`config.mk`:
```
export PLATFORM = sky130hd
export DESIGN_NAME = util_cpack2_timestamp_insert
export DESIGN_NICKNAME = d
export VERILOG_FILES = /design/src/rtl/util_cpack2_timestamp_insert.sv
export SDC_FILE = /design/constraint.sdc
export NUM_CORES = 2
export LEC_CHECK = 0
export CAP_MARGIN = 20
export CORE_MARGIN = 2
export CORE_UTILIZATION = 44
export CTS_CLUSTER_DIAMETER = 30
export DETAILED_ROUTE_END_ITERATION = 10
export PLACE_DENSITY = 0.63
export RECOVER_POWER = 50
export SLEW_MARGIN = 20
export SYNTH_ARGS = -nofsm -noshare
export SYNTH_HDL_FRONTEND = slang
export SYNTH_SLANG_ARGS = --single-unit
```
`constraint.sdc`:
```
create_clock -name clk -period 28.1 [get_ports clk]
set_input_delay 2.81 -clock clk [delete_from_list [all_inputs] [get_ports clk]]
set_output_delay 2.81 -clock clk [all_outputs]
set_load 0.02 [all_outputs]
```
`src/rtl/util_cpack2_timestamp_insert.sv`:
```
// util_cpack2_timestamp_insert
// Interleaves a sample timestamp ahead of every group of packed RX words.
module util_cpack2_timestamp_insert #(
    parameter int DATA_WIDTH      = 64,
    parameter int FIFO_DEPTH_LOG2 = 4
) (
    input  logic                  clk,
    input  logic                  resetn,
    input  logic [DATA_WIDTH-1:0] timestamp,
    input  logic [31:0]           timestamp_every,
    input  logic                  xfer_req,
    input  logic                  s_axis_valid,
    input  logic [DATA_WIDTH-1:0] s_axis_data,
    output logic                  m_axis_valid,
    input  logic                  m_axis_ready,
    output logic [DATA_WIDTH-1:0] m_axis_data,
    output logic                  overflow
);
    localparam int L     = FIFO_DEPTH_LOG2;
    localparam int DEPTH = 1 << L;
    localparam logic [L:0] PTR_ONE = {{L{1'b0}}, 1'b1};

    typedef enum logic [1:0] {IDLE, TS, DATA} state_t;

    typedef struct packed {
        logic                  has_ts;
        logic [DATA_WIDTH-1:0] ts;
        logic [DATA_WIDTH-1:0] data;
    } entry_t;

    entry_t                mem [DEPTH];
    entry_t                wr_entry;
    entry_t                head;
    logic [L:0]            wr_ptr;
    logic [L:0]            rd_ptr;
    logic [31:0]           group_cnt;
    logic                  full;
    logic                  empty;
    logic                  push;
    logic                  pop;
    logic                  drop;
    logic                  group_start;
    logic                  load;
    state_t                state;
    state_t                state_n;
    logic                  valid_n;
    logic [DATA_WIDTH-1:0] data_n;
    logic [DATA_WIDTH-1:0] held;
    logic [DATA_WIDTH-1:0] held_n;

    assign empty = (wr_ptr == rd_ptr);
    assign full  = (wr_ptr[L] != rd_ptr[L]) &&
                   (wr_ptr[L-1:0] == rd_ptr[L-1:0]);
    assign head  = mem[rd_ptr[L-1:0]];

    // A same-cycle pop frees the slot the incoming word needs.
    assign push = s_axis_valid && xfer_req && (!full || pop);
    assign drop = s_axis_valid && xfer_req && full && !pop;

    assign group_start = (group_cnt == 32'd0) &&
                         (timestamp_every != 32'd0);
    assign wr_entry = '{has_ts: group_start,
                        ts:     timestamp,
                        data:   s_axis_data};

    // Entry storage; contents only matter between the pointers.
    always_ff @(posedge clk) begin
        if (push) mem[wr_ptr[L-1:0]] <= wr_entry;
    end

    // FIFO pointers, one extra bit to tell full from empty.
    always_ff @(posedge clk or negedge resetn) begin
        if (!resetn) begin
            wr_ptr <= '0;
            rd_ptr <= '0;
        end else begin
            if (push) wr_ptr <= wr_ptr + PTR_ONE;
            if (pop)  rd_ptr <= rd_ptr + PTR_ONE;
        end
    end

    // Group counter; a drop or a stopped transfer restarts grouping.
    always_ff @(posedge clk or negedge resetn) begin
        if (!resetn) begin
            group_cnt <= '0;
        end else if (!xfer_req || drop) begin
            group_cnt <= '0;
        end else if (push) begin
            if (group_cnt == 32'd0)
                group_cnt <= (timestamp_every == 32'd0) ? 32'd0
                           : timestamp_every - 32'd1;
            else
                group_cnt <= group_cnt - 32'd1;
        end
    end

    // Registered one-cycle pulse for each dropped word.
    always_ff @(posedge clk or negedge resetn) begin
        if (!resetn) overflow <= 1'b0;
        else         overflow <= drop;
    end

    // Output sequencing: timestamp word first, then its data word.
    always_comb begin
        state_n = state;
        valid_n = m_axis_valid;
        data_n  = m_axis_data;
        held_n  = held;
        pop     = 1'b0;
        load    = 1'b0;
        unique case (state)
            IDLE: load = !empty;
            TS: begin
                if (m_axis_ready) begin
                    data_n  = held;
                    state_n = DATA;
                end
            end
            DATA: begin
                if (m_axis_ready) begin
                    if (!empty) begin
                        load = 1'b1;
                    end else begin
                        valid_n = 1'b0;
                        state_n = IDLE;
                    end
                end
            end
            default: state_n = IDLE;
        endcase
        if (load) begin
            pop     = 1'b1;
            valid_n = 1'b1;
            if (head.has_ts) begin
                state_n = TS;
                data_n  = head.ts;
                held_n  = head.data;
            end else begin
                state_n = DATA;
                data_n  = head.data;
            end
        end
    end

    // Output and state registers.
    always_ff @(posedge clk or negedge resetn) begin
        if (!resetn) begin
            state        <= IDLE;
            m_axis_valid <= 1'b0;
            m_axis_data  <= '0;
            held         <= '0;
        end else begin
            state        <= state_n;
            m_axis_valid <= valid_n;
            m_axis_data  <= data_n;
            held         <= held_n;
        end
    end

endmodule

```
==> flow_summary.json <==
{
  "synth_top_family_by_area": "multiplexers",
  "violations": "capacitance limit, slew limit",
  "ys_top_cells_by_area": "edfxtp_1 (72%), mux4_2 (14%), dfrtp_1 (5.1%)",
  "yosys.area.top_type_share_pct": 72.3,
  "cts_tree": "done",
  "placementRows": 162,
  "dpl.hpwl_mm": 122,
  "syn_area_um2": 85800,
  "drc": 0,
  "io-pin-count": 231,
  "grt_overflow_total": 0,
  "place_ws_ns": 20.12,
  "p_leak_nw": 34.7,
  "outcome": "complete, but fails checks",
  "synth-edff-count": 2064,
  "fin_setup_tns_ns": 0,
  "cts_inserted_buffers": 436,
  "core_area_um2": 194000,
  "finClkSkew_ns": 0.0860,
  "yosys.area_share.simple_pct": 1.87,
  "track_usage_pct": 22.5,
  "max_freq_ghz": 0.0961,
  "chipHeight_um": 446,
  "synth_compound_area_share_pct": 3.86,
  "setup_viol": 0,
  "ys.warnings.count": 0,
  "postCtsSetupRepairBufs": 0,
  "clock_latency_ns": 0.99,
  "syn_nets": 4212,
  "drt-total-wl_mm": 222,
  "fin_util_pct": 54.4,
  "vias_per_cell": 5.92,
  "first_pass_iters": 5,
  "required_ns": 28.21,
  "ir_drop_mv": 0.116,
  "synth_cells": 4039,
  "drt_iter0_drc": 4489,
  "ys_ff_latch": 2238,
  "fp.dieW_um": 446,
  "worst_setup_path_start_kind": "primary input",
  "rsz0062_at_grt": "false",
  "setup_ws_ns": 17.70,
  "synth_mux_area_share_pct": 15.2,
  "powerDensity_nw_per_um2": 118,
  "worst_slew_pin_slew_ns": 4.36,
  "port_buffers": 230,
  "drv_cap": 7,
  "cp-end-kind": "asynchronous set/reset pin",
  "clk_pin_slew_ns": 0.04,
  "postSynthAreaPerCell_um2": 21.2,
  "fin_nets": 4736,
  "hold_buffers": 0,
  "synth_xor_area_share_pct": 0.490,
  "worst-path-max-fanout": 70,
  "path_class": "in -> async",
  "place_congestion": 0.818,
  "place_area_um2": 91300,
  "cp.arrival_ns": 10.51,
  "wl_per_cell_um": 29.7,
  "ys.flop_type": "edfxtp_1",
  "fin_hold_ws_ns": 0.493,
  "yosys.area.top_type": "edfxtp_1",
  "power.total_mw": 12.5,
  "dp.cells": 6664,
  "hold_viol_final": 0,
  "initial_utilization_pct": 44.1,
  "grt_max_degree": 130,
  "ctsResizeCount": 0,
  "finalCritPeriodShare_pct": 37.0,
  "clockBufferDepth": 4,
  "synthAdderAreaFrac_pct": 0.117,
  "h-tree-depth": 5,
  "fin_cells": 7468,
  "fin_crit_ns": 10.40,
  "seq_area_frac_synth_pct": 77.3,
  "syn_to_final_growth_pct": 23.4,
  "vias": 44200,
  "postSynth.asyncResetShare_pct": 7.77,
  "root_buffer": "clkbuf_16",
  "die_area_um2": 198000,
  "finalInstanceArea_um2": 106000,
  "cts.sinks": 2238,
  "drv_slew": 400,
  "ant_nets": 0,
  "grt_pass1_wl_mm": 321,
  "antenna_found_initial": 62,
  "ys_types": 57,
  "drive_above_1_share_pct": 28.4,
  "slew_headroom_pct": -191,
  "grt_pass1_vias": 45500,
  "holdCritPathClass": "reg -> reg"
}
-- cells by family (layout without fill, tap and decap cells) --
family                   after synthesis  in the layout
buffers and inverters                243           1116
multiplexers                         646            646
AND/OR/NAND/NOR                      342            342
adder cells (fa/ha/maj)                8              8
XOR/XNOR                              48             48
AO/OA/AOI/OAI                        514            514
other                                  0             14
flip-flops                          2238           2238
-- worst max-delay path: stages --
cell      delay (ns)
clkbuf_1        1.75
clkbuf_1        2.83
clkbuf_1        2.96
-- Yosys cell counts, types with 9 or more instances --
cell type and n:
a21oi_1 140, a221oi_1 60, a22oi_1 91, buf_1 56, buf_2 19, clkbuf_1 151
dfrtp_1 174, edfxtp_1 2064, inv_1 13, mux2_2 66, mux2i_1 61, mux4_2 519
nand2_1 116, nand3_1 12, nor2_1 97, nor3_1 36, nor4_1 13, o211ai_1 9
o21ai_0 38, o22ai_1 141, or3_1 11, or4_1 9, xnor2_1 34, xor2_1 14
-- final timing paths --
path	start	end	slack (ns)	cells after the start
max	resetn	held[57]	17.70	3
min	rd_ptr[4]	rd_ptr[4]	0.49	1
max reg2reg	rd_ptr[1]	held[57]	22.07	8
min reg2reg	rd_ptr[4]	rd_ptr[4]	0.49	1
max in group clk	m_axis_ready	mem[6][18]	20.60	11
min in group asynchronous	resetn	group_cnt[7]	2.69	1
-- state kept, by name, indices dropped and copies added, names as in the netlist --
| name | cells |
|---|---|
| group_cnt | 32 |
| held | 64 |
| m_axis_data | 64 |
| m_axis_valid | 1 |
| mem | 2064 |
| overflow | 1 |
| rd_ptr | 5 |
| state | 2 |
| wr_ptr | 5 |
-- final cells by class --
cell class                 count  area, um^2
antenna                       14        35.0
fill                       14400       88600
sequential                  2238       66300
clock inverter               294        3180
multi-input combinational   1558       18700
inverter                      13        56.3
tap                         2542        3180
timing repair buffer         316        3060
clock buffer                 493       11300
-- layer usage --
layer / routed length (um) / vias to the layer above / track usage (%)
li1: - / 18300 / -
met1: 88400 / 23600 / 29.8
met2: 110000 / 1873 / 36.8
met3: 16400 / 392 / 4.95
met4: 6930 / 20 / 7.87
met5: 115 / - / 0
-- where the power goes --
part           internal (mW)  total, mW  switching (mW)
registers               3.94       4.16           0.218
clock network           3.39       5.05            1.67
logic                   1.32       3.29            1.96
total                   8.65       12.5            3.85
-- cell usage in the layout (no fill, tap or decap), drive strengths merged, types with 15 or more instances in the layout --
cell type,Yosys,routed
edfxtp,2064,2064
a22oi,91,91
clkinvlp,0,41
nor3,36,36
nor2,97,97
mux2,66,66
inv,13,40
mux2i,61,61
nand2,117,117
dlygate4sd3,0,132
nor4,15,15
clkbuf,151,503
a221oi,60,60
mux4,519,519
a21oi,140,140
dfrtp,174,174
buf,79,77
bufinv,0,56
xnor2,34,34
clkdlybuf4s50,0,97
o21ai,45,45
clkinv,0,170
o22ai,141,141
(Power assumes the default switching activity.)
